`src/rtl/spi_master.sv`:
```
// 16-bit SPI master, mode 0 (CPOL=0, CPHA=0), MSB first.
// A word is requested with START and reported with a one-cycle RDY pulse.
// Holding START on the word-end cycle chains another word under the same
// SS-low frame, so 32/48-bit commands go out without an SS gap.
module spi_master #(
  parameter int HALF_PERIOD = 4,  // CLK cycles per SCK half-period (>= 3)
  parameter int CS_SETUP    = 4,  // SS fall to first SCK rise (>= 1)
  parameter int CS_HOLD     = 4,  // last SCK fall to SS rise (>= 1)
  parameter int CS_IDLE     = 4   // SS high time before BUSY drops (>= 1)
) (
  input  logic        CLK,
  input  logic        RST_N,
  input  logic        START,
  input  logic [15:0] TX,
  output logic        BUSY,
  output logic [15:0] RX,
  output logic        RDY,
  output logic        SCK,
  output logic        MOSI,
  input  logic        MISO,
  output logic        SS
);

  // Phase counter must hold the longest of the four timing parameters.
  localparam int MAX_A   = (HALF_PERIOD > CS_SETUP) ? HALF_PERIOD : CS_SETUP;
  localparam int MAX_B   = (CS_HOLD > CS_IDLE) ? CS_HOLD : CS_IDLE;
  localparam int CNT_MAX = (MAX_A > MAX_B) ? MAX_A : MAX_B;
  localparam int CW      = $clog2(CNT_MAX + 1);

  localparam logic [CW-1:0] LD_HALF  = CW'(HALF_PERIOD - 1);
  localparam logic [CW-1:0] LD_SETUP = CW'(CS_SETUP - 1);
  localparam logic [CW-1:0] LD_HOLD  = CW'(CS_HOLD - 1);
  localparam logic [CW-1:0] LD_IDLE  = CW'(CS_IDLE - 1);
  localparam logic [CW-1:0] CNT_ZERO = {CW{1'b0}};

  typedef enum logic [2:0] {
    ST_IDLE  = 3'd0,
    ST_SETUP = 3'd1,
    ST_HIGH  = 3'd2,
    ST_LOW   = 3'd3,
    ST_HOLD  = 3'd4,
    ST_GAP   = 3'd5
  } state_t;

  state_t        state_r,  state_s;
  logic [CW-1:0] cnt_r,    cnt_s;
  logic [3:0]    bitcnt_r, bitcnt_s;
  logic          chain_r,  chain_s;
  logic [15:0]   tx_sh_r,  tx_sh_s;
  logic [15:0]   rx_sh_r,  rx_sh_s;
  logic [15:0]   rx_r,     rx_s;
  logic          rdy_r,    rdy_s;
  logic          sck_r,    sck_s;
  logic          mosi_r,   mosi_s;
  logic          ss_r,     ss_s;
  logic          busy_r,   busy_s;

  logic          miso_meta_r;
  logic          miso_s_r;
  logic [15:0]   rx_word_s;

  // Two-flop synchronizer for the asynchronous MISO line.
  always_ff @(posedge CLK or negedge RST_N) begin
    if (!RST_N) begin
      miso_meta_r <= 1'b0;
      miso_s_r    <= 1'b0;
    end else begin
      miso_meta_r <= MISO;
      miso_s_r    <= miso_meta_r;
    end
  end

  // Word as it stands once the bit sampled on this falling edge is shifted in.
  assign rx_word_s = {rx_sh_r[14:0], miso_s_r};

  // Next-state and next-output logic; every register holds unless changed.
  always_comb begin
    state_s  = state_r;
    cnt_s    = cnt_r;
    bitcnt_s = bitcnt_r;
    chain_s  = chain_r;
    tx_sh_s  = tx_sh_r;
    rx_sh_s  = rx_sh_r;
    rx_s     = rx_r;
    rdy_s    = 1'b0;
    sck_s    = sck_r;
    mosi_s   = mosi_r;
    ss_s     = ss_r;
    busy_s   = busy_r;

    case (state_r)
      ST_IDLE: begin
        sck_s  = 1'b0;
        if (START) begin
          tx_sh_s  = TX;
          bitcnt_s = 4'd0;
          chain_s  = 1'b0;
          ss_s     = 1'b0;
          busy_s   = 1'b1;
          mosi_s   = TX[15];
          cnt_s    = LD_SETUP;
          state_s  = ST_SETUP;
        end else begin
          ss_s   = 1'b1;
          mosi_s = 1'b0;
          busy_s = 1'b0;
        end
      end

      ST_SETUP: begin
        if (cnt_r == CNT_ZERO) begin
          sck_s   = 1'b1;
          cnt_s   = LD_HALF;
          state_s = ST_HIGH;
        end else begin
          cnt_s = cnt_r - {{(CW-1){1'b0}}, 1'b1};
        end
      end

      ST_HIGH: begin
        if (cnt_r == CNT_ZERO) begin
          // Sample late in the high phase; the slave moves MISO only after the fall.
          sck_s   = 1'b0;
          rx_sh_s = rx_word_s;
          if (bitcnt_r == 4'd15) begin
            rx_s  = rx_word_s;
            rdy_s = 1'b1;
            if (START) begin
              tx_sh_s  = TX;
              bitcnt_s = 4'd0;
              chain_s  = 1'b1;
              mosi_s   = TX[15];
              cnt_s    = LD_HALF;
              state_s  = ST_LOW;
            end else begin
              mosi_s  = 1'b0;
              cnt_s   = LD_HOLD;
              state_s = ST_HOLD;
            end
          end else begin
            tx_sh_s = {tx_sh_r[14:0], 1'b0};
            mosi_s  = tx_sh_r[14];
            cnt_s   = LD_HALF;
            state_s = ST_LOW;
          end
        end else begin
          cnt_s = cnt_r - {{(CW-1){1'b0}}, 1'b1};
        end
      end

      ST_LOW: begin
        if (cnt_r == CNT_ZERO) begin
          // A chained word starts again at bit 0 instead of advancing.
          sck_s = 1'b1;
          if (chain_r) begin
            bitcnt_s = 4'd0;
          end else begin
            bitcnt_s = bitcnt_r + 4'd1;
          end
          chain_s = 1'b0;
          cnt_s   = LD_HALF;
          state_s = ST_HIGH;
        end else begin
          cnt_s = cnt_r - {{(CW-1){1'b0}}, 1'b1};
        end
      end

      ST_HOLD: begin
        if (cnt_r == CNT_ZERO) begin
          ss_s    = 1'b1;
          cnt_s   = LD_IDLE;
          state_s = ST_GAP;
        end else begin
          cnt_s = cnt_r - {{(CW-1){1'b0}}, 1'b1};
        end
      end

      ST_GAP: begin
        if (cnt_r == CNT_ZERO) begin
          busy_s  = 1'b0;
          state_s = ST_IDLE;
        end else begin
          cnt_s = cnt_r - {{(CW-1){1'b0}}, 1'b1};
        end
      end

      default: begin
        // Unreachable encodings fall back to a quiet, deselected bus.
        state_s = ST_IDLE;
        cnt_s   = CNT_ZERO;
        sck_s   = 1'b0;
        mosi_s  = 1'b0;
        ss_s    = 1'b1;
        busy_s  = 1'b0;
      end
    endcase
  end

  // State and output registers; reset aborts any word and deselects the slave.
  always_ff @(posedge CLK or negedge RST_N) begin
    if (!RST_N) begin
      state_r  <= ST_IDLE;
      cnt_r    <= CNT_ZERO;
      bitcnt_r <= 4'd0;
      chain_r  <= 1'b0;
      tx_sh_r  <= 16'h0000;
      rx_sh_r  <= 16'h0000;
      rx_r     <= 16'h0000;
      rdy_r    <= 1'b0;
      sck_r    <= 1'b0;
      mosi_r   <= 1'b0;
      ss_r     <= 1'b1;
      busy_r   <= 1'b0;
    end else begin
      state_r  <= state_s;
      cnt_r    <= cnt_s;
      bitcnt_r <= bitcnt_s;
      chain_r  <= chain_s;
      tx_sh_r  <= tx_sh_s;
      rx_sh_r  <= rx_sh_s;
      rx_r     <= rx_s;
      rdy_r    <= rdy_s;
      sck_r    <= sck_s;
      mosi_r   <= mosi_s;
      ss_r     <= ss_s;
      busy_r   <= busy_s;
    end
  end

  assign BUSY = busy_r;
  assign RX   = rx_r;
  assign RDY  = rdy_r;
  assign SCK  = sck_r;
  assign MOSI = mosi_r;
  assign SS   = ss_r;

endmodule
```
`config.mk`:
```
export PLATFORM = sky130hd
export DESIGN_NAME = spi_master
export DESIGN_NICKNAME = d
export VERILOG_FILES = /design/src/rtl/spi_master.sv
export SDC_FILE = /design/constraint.sdc
export NUM_CORES = 1
export LEC_CHECK = 0
export ABC_AREA = 1
export BUFFER_PORTS_ARGS = -buffer_cell sky130_fd_sc_hd__buf_2
export CAP_MARGIN = 20
export CORE_AREA = 2 2 80 82
export CTS_CLUSTER_DIAMETER = 40
export DETAILED_ROUTE_END_ITERATION = 10
export DIE_AREA = 0 0 82 84
export GPL_ROUTABILITY_DRIVEN = 1
export PLACE_DENSITY = 0.77
export SYNTH_ARGS = -nofsm -noshare
export SYNTH_HDL_FRONTEND = slang
export SYNTH_SLANG_ARGS = --single-unit
```
`constraint.sdc`:
```
create_clock -name CLK -period 2.05 [get_ports CLK]
set_input_delay 0.1025 -clock CLK [delete_from_list [all_inputs] [get_ports CLK]]
set_output_delay 0.1025 -clock CLK [all_outputs]
set_load 0.02 [all_outputs]
```
=== Word-level counts from Yosys, hierarchy flattened ===
Cells that the tools add are included.

* Register bits: 65
* Bits of input ports: 20
* Output and inout bits: 21
* Word-level logic and storage cells: 96

* Add/subtract/negate cells: 2
* Eq/ne operators: 15
* Mux-type cells: 41
* Bitwise gates (word level): 4
* Reductions and logical operators: 20

{| class="wikitable"
|+ Operators with widths
! cell !! number
|-
| 16-bit two-way mux || 3
|-
| 16-bit one-hot mux with 2 select lines || 1
|-
| 3-bit two-way mux || 10
|-
| 4-bit two-way mux || 5
|-
| 2-bit inequality test (second input constant) || 8
|-
| 1-bit one-hot mux with 3 select lines || 5
|-
| 3-bit one-hot mux with 5 select lines || 1
|-
| 1-bit two-way mux || 14
|-
| 4-bit one-hot mux with 3 select lines || 1
|-
| 2-bit AND reduction || 6
|-
| 4-bit OR reduction || 3
|-
| 3-bit one-hot mux with 3 select lines || 1
|-
| 3-bit by 2-bit == test with 1-bit output (second input constant) || 2
|-
| 3-bit == test (second input constant) || 2
|-
| 3-bit zero test || 2
|-
| 3-bit AND reduction || 2
|-
| 6-bit AND reduction || 1
|-
| 5-bit AND reduction || 1
|-
| 4-bit by 1-bit adder with 4-bit output (second input constant) || 1
|-
| 4-bit == test (second input constant) || 1
|-
| 1-bit inverter || 4
|-
| 4-bit AND reduction || 1
|-
| 2-bit OR reduction || 2
|-
| 3-bit by 1-bit == test with 1-bit output (second input constant) || 1
|-
| other kinds (4) || 4
|}

=== Longest topological paths before layout ===
Gate-level depths: netlist (run 1).

* Depth in word-level cells: 4
* Mapped depth: 10
* Depth with buffers taken out: 10

=== Worst setup path after synthesis (run 1) ===
Ideal clock, no wire load.

* Path type: reg2reg
* Start: register cnt_r[0]
* End: register rx_r[11], in the netlist RX[11]
* Library setup time: 121 ps
* Data arrival time: 1332 ps
* Data required time: 1929 ps
* Slack: 598 ps
* Stages on the path, launching flop included: 9
* Buffers on the path: 1
* Period minus slack after synthesis: 1452 ps
* Cell sequence: dfrtp_1 inv_1 ha_1 inv_1 nor2_1 nand3_2 buf_2 nand2_1 o21ai_1

* Cells in the longest elaborated chain, start to end: 2

{| class="wikitable"
|+ RTL lines
! what !! line !! text
|-
| start: declaration || 46 || <nowiki>logic [CW-1:0] cnt_r, cnt_s;</nowiki>
|-
| start signal: assignment || 216 || <nowiki>cnt_r <= cnt_s;</nowiki>
|-
| 3-bit zero test || 121 || <nowiki>if (cnt_r == CNT_ZERO) begin</nowiki>
|-
| 3-bit AND reduction (no source line) || - ||
|-
| end signal: assignment || 221 || <nowiki>rx_r <= rx_s;</nowiki>
|-
| end: declaration || 51 || <nowiki>logic [15:0] rx_r, rx_s;</nowiki>
|}

Every way passes these cells.
A chain may end at the register's enable or synchronous reset.

=== Final worst setup path (run 1) ===
* Start: register state_r[2]
* End: register bitcnt_r[0]

* Cells in the longest elaborated chain, start to end: 3
* Elaborated cells between the ends (all ways): 9
* Those cells by class: eq/ne: 5; mux: 1; reduce/logical: 3

{| class="wikitable"
|+ RTL lines
! what !! line !! text
|-
| start: declaration || 45 || <nowiki>state_t state_r, state_s;</nowiki>
|-
| start signal: assignment || 215 || <nowiki>state_r <= state_s;</nowiki>
|-
| 3-bit by 2-bit == test with 1-bit output / 3-bit zero test (equally long branches) || 91 || <nowiki>case (state_r)</nowiki>
|-
| 2-bit inequality test (no source line) / 3-bit nonzero test (equally long branches) || - ||
|-
| 4-bit AND reduction (no source line) || - ||
|-
| end signal: assignment || 217 || <nowiki>bitcnt_r <= bitcnt_s;</nowiki>
|-
| end: declaration || 47 || <nowiki>logic [3:0] bitcnt_r, bitcnt_s;</nowiki>
|}

Parallel ways exist; a longest one is shown, timed or not.

==> impl_metrics.yaml, run 1 <==
run_status:
  status: "complete, no violations"
place:
  io_buffers: 40
  dp_cells: 523
  pre_cts_ws_ps: 318
  dp_hpwl_um: 4450
  place_congestion: 0.931
clocking:
  clkLatencyLatePin_ps: 340
  cts_tree: "yes"
  cts_made_buffers: 9
  hold_buffers: 2
  cts_sinks: 64
  clk_pin_slew_ps: 70
  cts-root-buf: "clkbuf_8"
  htreeDepth: 3
  cts_setup_buffers: 0
  clockBufferDepth: 2
  cts_resized: 0
logic_synthesis:
  synth_edf_count: 0
  synth.avg_cell_area_um2: 7.99
  yosysSeqAreaShare_pct: 48.1
  synth_cell_types: 32
  syn_area_um2: 3330
  yosysTopAreaCell: "dfrtp_1"
  yosysTopAreaCellShare_pct: 47.3
  syn-num-nets: 440
  async_flop_share_pct: 100
  synthCells: 417
  synth-seq-cells: 64
  synth_warnings: 0
  dominantRegCellSynth: "dfrtp_1"
  ys_top_cells_by_area: "dfrtp_1 47%, nand2_1 15%, nand2_2 4.7%, o21ai_1 4.7%, inv_1 4.5%"
layout:
  area_delta_synth_final_pct: 13.3
  nets: 482
  seqCellArea_um2: 1600
  multi_input_area_um2: 1450
  insertedDiodeCount: 0
  fillCellCount: 568
  drive_gt1_share_pct: 23.9
  final_common_cell: "nand2_1"
  stdcell_count: 541
  final_cell_mix: "136 x nand2_1, 63 x dfrtp_1, 40 x inv_1, 40 x buf_2, 31 x o21ai_1"
setup_path:
  startpoint_type: "flop"
  startpoint: "state_r[2]"
  cp_cell_sequence: "inv_4 -> nand2_2 -> nor2_8 -> nand2_2 -> nand2_2 -> nor2_2 -> nand2_1 -> nand2_1"
  rrSetupSlack_ps: 290
  crit_required_ps: 2320
  cpMostUsedCell: "nand2_2"
  r2r_start: "state_r[2]"
  reg2regPathDepth: 8
  cp_slowest_cell: "dfrtp_1"
  endpoint: "bitcnt_r[0]"
  r2r_end: "bitcnt_r[0]"
  arrival_ps: 2030
  critPathMaxFanout: 15
  max_stage_delay_ps: 640
  critPathKind: "reg -> reg"
  cp-end-kind: "flop"
grt:
  antenna_found_initial: 0
  gr-usage-all-layers_pct: 20.9
  grt_pass1_wl_um: 11200
  grt_overflow_total: 0
  grt_max_degree: 41
  grt_pass1_vias: 2572
pwr:
  cellLeakagePower_uw: 0.00196
  ir_drop_uv: 796
  powerDensity_nw_per_um2: 1300
floorplanning:
  core_area_um2: 6100
  initial_core_util_pct: 54.7
  dieArea_um2: 6890
  dieHeight_um: 84
  die_w_um: 82
  row_count: 29
  io_pins: 41
drt:
  num_vias: 2717
  drtPass1Iterations: 5
  drcViolationCount: 0
  drt_iter0_drc: 166
  detail-route-antenna-nets: 0
  finalWirelength_um: 6300
  viasPerCell: 5.02
  wire_per_inst_um: 11.6
timing:
  fin_crit_sh_pct: 85.7
  setup_tns_ps: 0
  timing.fmax_mhz: 569
  setup_viol: 0
  hold_viol: 0
  slew_violations: 0
  period_needed_ps: 1760
  rsz0062_at_grt: "no"
  clock_skew_ps: 5.53
  maxSlewHeadroom_pct: 61.0
  fin_ws_ps: 294
  tightestPinTransition_ps: 585
worst_hold_path:
  worstHoldPathType: "in -> reg"
flow_run:
  drv_cap: 0
## cells by family (layout without fill, tap and decap cells)
family	after synthesis	in the layout	share of synthesized area, %
fa+ha+maj	3	3	1.13
simple gates	228	228	32.6
compound gates	62	62	9.61
flops	64	64	48.1
buf+inv	60	107	8.52
## flip-flops by register name, summed over array words and instances (netlist names)
register and count:
RX 16, rx_sh_r 15, tx_sh_r 15, bitcnt_r 4, cnt_r 3, state_r 3
BUSY 1, MOSI 1, RDY 1, SCK 1, SS 1, chain_r 1
miso_meta_r 1, miso_s_r 1
## worst min-delay path by stage
stage	from	end	slack, ps	cells past startpoint
after CTS	TX[2]	tx_sh_r[2]	80	5
after global routing	TX[2]	tx_sh_r[2]	110	5
after detailed placement	RST_N	rx_sh_r[6]	140	1
after global placement	RST_N	RX[6]	130	1
after floorplan	RST_N	BUSY	-190	0
final	TX[3]	tx_sh_r[3]	90	5
## worst max-delay path, delay by kind of cell (launching register included)
| family | cells | cell delay [ps] |
|---|---|---|
| buffers and inverters | 1 | 100 |
| DFF | 1 | 640 |
| and+or+nand+nor | 7 | 960 |
## synth_stat cells (2+ instances only)
library cell	number
nand2_2	25
clkbuf_1	3
nand3_1	18
o21ai_0	9
nor2_2	3
ha_1	3
inv_2	3
o21ai_1	31
nor2_1	26
dfrtp_1	63
inv_4	2
nor2_8	2
nand3_2	11
nand2_1	136
buf_2	6
buf_6	3
nand4_1	2
inv_1	40
buf_4	2
a21oi_1	17
## power by group
group	internal, uW	switching (uW)
Combinational	667	1400
Clock	563	500
Sequential	1560	207
Total	2790	2110
## final cells by class
type,count,area share [%]
timing repair buffer,46,6.96
tap,77,2.55
sequential,64,42.4
inverter,45,4.61
clock buffer,9,3.28
multi-input combinational,293,38.3
clock inverter,7,1.89
## per-stage QoR
stage          area (um2)  hold WS, ps  total power (uW)  util [%]
3_5_place_dp         3560          136              3850      58.4
2_1_floorplan        3330         -193              3530         -
3_3_place_gp         3560          130              3780      58.4
5_1_grt              3780          109              5320      61.9
6_report             3780         93.1              4890      61.9
4_1_cts              3780         79.9              4940      61.9
## routing by layer
metal  vias to the layer above  GRT usage, %  part of all wire [%]
li1                       1403             -                     -
met1                      1244          28.7                    47
met2                        60          31.5                    47
met3                        10          5.30                   4.7
met4                         0          8.48                   1.4
met5                         -             0                     0
No activity file was read; power rests on OpenSTA's default activity.
==> run 2, diff against run 1 <==
--- a/config.mk
+++ b/config.mk
@@ -13,7 +13,8 @@
 export DETAILED_ROUTE_END_ITERATION = 10
 export DIE_AREA = 0 0 82 84
 export GPL_ROUTABILITY_DRIVEN = 1
-export PLACE_DENSITY = 0.77
+export PLACE_DENSITY_LB_ADDON = 0.12
+export SETUP_SLACK_MARGIN = 0.2
 export SYNTH_ARGS = -nofsm -noshare
 export SYNTH_HDL_FRONTEND = slang
 export SYNTH_SLANG_ARGS = --single-unit
==> impl_metrics.yaml, run 2 (synthesized netlist as in run 1, its figures left out) <==
place:
  place_congestion: 0.790
  dp_hpwl_um: 4540
  io_buffers: 40
  dp_cells: 523
timing:
  setup_viol: 0
  period_needed_ps: 1680
  setup_tns_ps: 0
  slew_violations: 0
  timing.fmax_mhz: 596
  worst_hold_slack_ps: 97.0
  hold_viol: 0
  fin_crit_sh_pct: 81.9
  maxSlewHeadroom_pct: 57.6
  rsz0062_at_grt: "no"
  tightestPinTransition_ps: 635
  clock_skew_ps: 10.2
drt:
  drtPass1Iterations: 5
  detail-route-antenna-nets: 0
  num_vias: 2703
  drt_iter0_drc: 126
  wire_per_inst_um: 12.3
  drcViolationCount: 0
  finalWirelength_um: 6660
  viasPerCell: 5.00
pwr:
  power_uw: 5010
  cellLeakagePower_uw: 0.00196
  powerDensity_nw_per_um2: 1320
  ir_drop_uv: 769
clocking:
  clockBufferDepth: 2
  cts-root-buf: "clkbuf_8"
  clk_pin_slew_ps: 70
  cts_tree: "yes"
  cts_made_buffers: 9
  cts_sinks: 64
  htreeDepth: 3
  clkLatencyLatePin_ps: 340
grt:
  antenna_found_initial: 0
  grt_pass1_vias: 2630
  top_usage_layer: "met2"
  grt_use_met1_pct: 27.9
  grt_max_degree: 40
  grt_pass1_wl_um: 11600
  grt_util_met2_pct: 34.8
  gr-usage-all-layers_pct: 21.7
  met3_usage_pct: 4.22
  grt_overflow_total: 0
setup_path:
  cp-end-kind: "flop"
  crit_family: "simple AND/OR/NAND/NOR gates"
  critPathMaxFanout: 14
  max_stage_delay_ps: 550
  r2r_end: "tx_sh_r[3]"
  cp_cell_sequence: "inv_1 -> nand2_2 -> nor2_4 -> nand2_1 -> nand3_1 -> nand2_1"
  rrSetupSlack_ps: 370
  crit_required_ps: 2280
  r2r_start: "state_r[0]"
  arrival_ps: 1910
  reg2regPathDepth: 6
  critPathKind: "reg -> reg"
  startpoint_type: "flop"
  cpMostUsedCell: "nand2_1"
  crit_buf_inv: 1
  cp_slowest_cell: "dfrtp_1"
worst_hold_path:
  worstHoldPathType: "in -> reg"
  hold_path.startpoint: "TX[4]"
  hold_depth: 5
  hold-path-endpoint: "tx_sh_r[4]"
floorplanning:
  io_pins: 41
  die_w_um: 82
  core_area_um2: 6100
  dieArea_um2: 6890
  dieHeight_um: 84
  initial_core_util_pct: 54.7
  row_count: 29
run_status:
  status: "complete, no violations"
layout:
  largest_reg_flops: 16
  stdcell_count: 541
  drive_gt1_share_pct: 24.4
  final_common_cell: "nand2_1"
  final_cell_mix: "136 x nand2_1, 62 x dfrtp_1, 40 x inv_1, 40 x buf_2, 31 x o21ai_1"
  insertedDiodeCount: 0
  area_delta_synth_final_pct: 14.2
  nets: 482
flow_run:
  drv_cap: 0
run 2: cell count changes in the layout (fill, tap and decap cells not counted), sizes merged:
cell / change
clkbuf: +3
clkinv: -3
clkinvlp: +1
inv: -1
run 2: power breakdown:
part / switching [uW] / total (uW) / leakage [uW] / internal [uW]
registers: 201 / 1760 / 0.000844 / 1560
clock network: 489 / 1150 / 0.000109 / 661
logic: 1420 / 2100 / 0.00101 / 672
total: 2110 / 5010 / 0.00196 / 2890
run 2: metal layers:
layer  part of all wire (%)  up-vias
met2                     48       49
met3                    3.6        9
met5                      0        -
met4                    1.8        0
li1                       -     1400
met1                     46     1245
run 2: how the worst max path moves through the flow:
stage | end | start | cells after the start
after floorplan | RX[11] | cnt_r[0] | 8
after global placement | bitcnt_r[1] | state_r[2] | 8
after detailed placement | bitcnt_r[2] | state_r[2] | 8
after CTS | bitcnt_r[2] | bitcnt_r[0] | 7
after global routing | tx_sh_r[1] | state_r[0] | 6
final | tx_sh_r[3] | state_r[0] | 6
run 2: worst min-delay path: stages:
cell     delay [ps]
buf_2            70
a21oi_1          50
nand2_1          50
nand3_1          70
nand2_1          60
run 2: repair_timing:
action	CTS	global route
resized for setup	1	2
pin swaps	0	1
hold buffers	2	0
setup endpoints to repair	1	7
endpoints found under the hold margin	25	0
buffers inserted	0	0
run 2: area by class of cell:
| class | instances | area [um2] |
|---|---|---|
| clock buffers | 12 | 165 |
| clock inverters | 4 | 51.3 |
| fillers | 562 | 2290 |
| inverters | 45 | 174 |
| multi-input cells | 293 | 1450 |
| flip-flops and latches | 64 | 1600 |
| well taps | 77 | 96.3 |
| repair buffers | 46 | 263 |
run 2: through the flow:
stage                     cell area [um2]  utilization [%]  worst slack (ps)
after floorplan                      3330                -               598
after global placement               3560             58.4               242
after detailed placement             3560             58.4               190
after CTS                            3800             62.3               306
after global routing                 3810             62.4               217
final                                3810             62.4               372
==> run 3, diff against run 2 <==
--- a/config.mk
+++ b/config.mk
@@ -8,10 +8,10 @@
 export ABC_AREA = 1
 export BUFFER_PORTS_ARGS = -buffer_cell sky130_fd_sc_hd__buf_2
 export CAP_MARGIN = 20
-export CORE_AREA = 2 2 80 82
+export CORE_AREA = 2 2 84 86
 export CTS_CLUSTER_DIAMETER = 40
 export DETAILED_ROUTE_END_ITERATION = 10
-export DIE_AREA = 0 0 82 84
+export DIE_AREA = 0 0 86 88
 export GPL_ROUTABILITY_DRIVEN = 1
 export PLACE_DENSITY_LB_ADDON = 0.12
 export SETUP_SLACK_MARGIN = 0.2
==> constraint.sdc (replaced) <==
create_clock -name CLK -period 1.5 [get_ports CLK]
set_input_delay 0.075 -clock CLK [delete_from_list [all_inputs] [get_ports CLK]]
set_output_delay 0.075 -clock CLK [all_outputs]
set_load 0.02 [all_outputs]
==> impl_metrics.yaml, run 3 (synthesized netlist as in run 1, its figures left out) <==
run_status:
  status: "complete, no violations"
grt:
  grt_pass1_vias: 2620
  grt_max_degree: 65
  gr-usage-all-layers_pct: 19.4
  antenna_found_initial: 0
  grt_pass1_wl_um: 11700
  grt_overflow_total: 0
layout:
  utilization_pct: 66.5
  largest_reg_flops: 16
  area_delta_synth_final_pct: 32.6
  drive_gt1_share_pct: 36.8
  seqCellArea_um2: 1610
  final_common_cell: "nand2_1"
  insertedDiodeCount: 0
  final_cell_mix: "117 x nand2_1, 60 x dfrtp_1, 40 x buf_2, 37 x o21ai_1, 35 x inv_1"
  fillCellCount: 553
  multi_input_area_um2: 1720
  nets: 510
pwr:
  cellLeakagePower_uw: 0.00224
  ir_drop_uv: 1060
  seqPwrFrac_pct: 29.0
  pwr-share-clk_pct: 20.6
  power.internal_uw: 4760
  switching_share_pct: 42.4
  power_frac_comb_pct: 50.4
  powerDensity_nw_per_um2: 1870
  p_switching_uw: 3500
timing:
  clock_skew_ps: 11.6
  rsz0062_at_grt: "yes"
  hold_viol: 0
  slew_violations: 0
  fin_crit_sh_pct: 97.3
  period_needed_ps: 1460
  tightestPinTransition_ps: 351
  maxSlewHeadroom_pct: 76.6
  timing.fmax_mhz: 685
  setup_viol: 0
  fin_ws_ps: 40.2
  worst_hold_slack_ps: 76.9
floorplanning:
  core_area_um2: 6640
  io_pins: 41
  die_w_um: 86
  initial_core_util_pct: 50.2
  dieArea_um2: 7570
  row_count: 30
  dieHeight_um: 88
setup_path:
  cp-end-kind: "flop"
  rrSetupSlack_ps: 40
  startpoint: "cnt_r[1]"
  startpoint_type: "flop"
  crit_required_ps: 1730
  arrival_ps: 1690
  critPathMaxFanout: 15
  r2r_start: "cnt_r[1]"
  reg2regPathDepth: 9
  critPathKind: "reg -> reg"
  endpoint: "rx_sh_r[11]"
  r2r_end: "rx_sh_r[11]"
drt:
  finalWirelength_um: 7340
  wire_per_inst_um: 12.8
  num_vias: 2865
  detail-route-antenna-nets: 0
  viasPerCell: 5.01
  drcViolationCount: 0
  drtPass1Iterations: 4
  drt_iter0_drc: 137
clocking:
  cts_sinks: 64
  cts_tree: "yes"
  clockBufferDepth: 2
  clkLatencyLatePin_ps: 350
  htreeDepth: 3
  cts-root-buf: "clkbuf_8"
  clk_pin_slew_ps: 80
  cts_made_buffers: 9
flow_run:
  drv_cap: 0
place:
  place_congestion: 0.806
  io_buffers: 40
  pre_cts_ws_ps: 30.6
  dp_hpwl_um: 4570
worst_hold_path:
  hold_depth: 5
  worstHoldPathType: "in -> reg"
[run 3: layout make-up]
class,instances,share of cell area (%)
clock buffer,9,2.80
clock inverter,7,2.32
inverter,45,4.11
multi-input combinational,293,38.9
sequential,64,36.4
tap,80,2.27
timing repair buffer,74,13.3
[run 3: timing repair]
| action | 4_1_cts | 5_1_grt |
|---|---|---|
| setup endpoints to repair | 59 | 60 |
| cloned | 0 | 2 |
| hold endpoints to repair | 64 | 0 |
| setup buffers | 4 | 10 |
| pin swaps | 5 | 23 |
| resized for setup | 5 | 58 |
| hold buffers | 2 | 0 |
[run 3: metrics by stage]
stage | power, uW | setup TNS, ps | cells | instance area, um2
floorplan | 4980 | 0 | 417 | 3410
detailed placement | 5720 | 0 | 538 | 3780
CTS | 7530 | 0 | 560 | 4070
global placement | 5670 | 0 | 538 | 3780
finish | 8260 | 0 | 572 | 4420
global route | 8840 | -336 | 572 | 4420
[run 3: worst max-delay path, cell delays in order, from the launching register on]
cell,delay (ps)
dfrtp_1,400
inv_2,90
ha_4,150
inv_2,40
nor2_4,140
buf_6,130
nand2_2,90
clkbuf_16,190
nand2_1,50
o21ai_1,50
[run 3: power groups by stage]
stage	logic [uW]	clock network, uW	registers [uW]
2_1_floorplan	2580	0	2400
3_3_place_gp	3260	0	2400
3_5_place_dp	3320	0	2410
4_1_cts	3410	1730	2380
5_1_grt	4600	1790	2440
6_report	4160	1700	2400
[run 3: how the worst min path moves through the flow]
stage / startpoint / end / slack, ps
4_1_cts: TX[3] / tx_sh_r[3] / 50
5_1_grt: TX[8] / tx_sh_r[8] / 80
3_3_place_gp: RST_N / cnt_r[1] / 120
2_1_floorplan: RST_N / BUSY / -220
3_5_place_dp: RST_N / RX[2] / 110
6_report: TX[9] / tx_sh_r[9] / 80
[run 3: routing by layer]
layer	up-vias	GRT usage, %	share of wire [%]
met1	1339	26.4	46
met2	59	30.3	48
met4	0	7.94	1.7
li1	1457	-	-
met5	-	0	0
met3	10	3.96	3.9
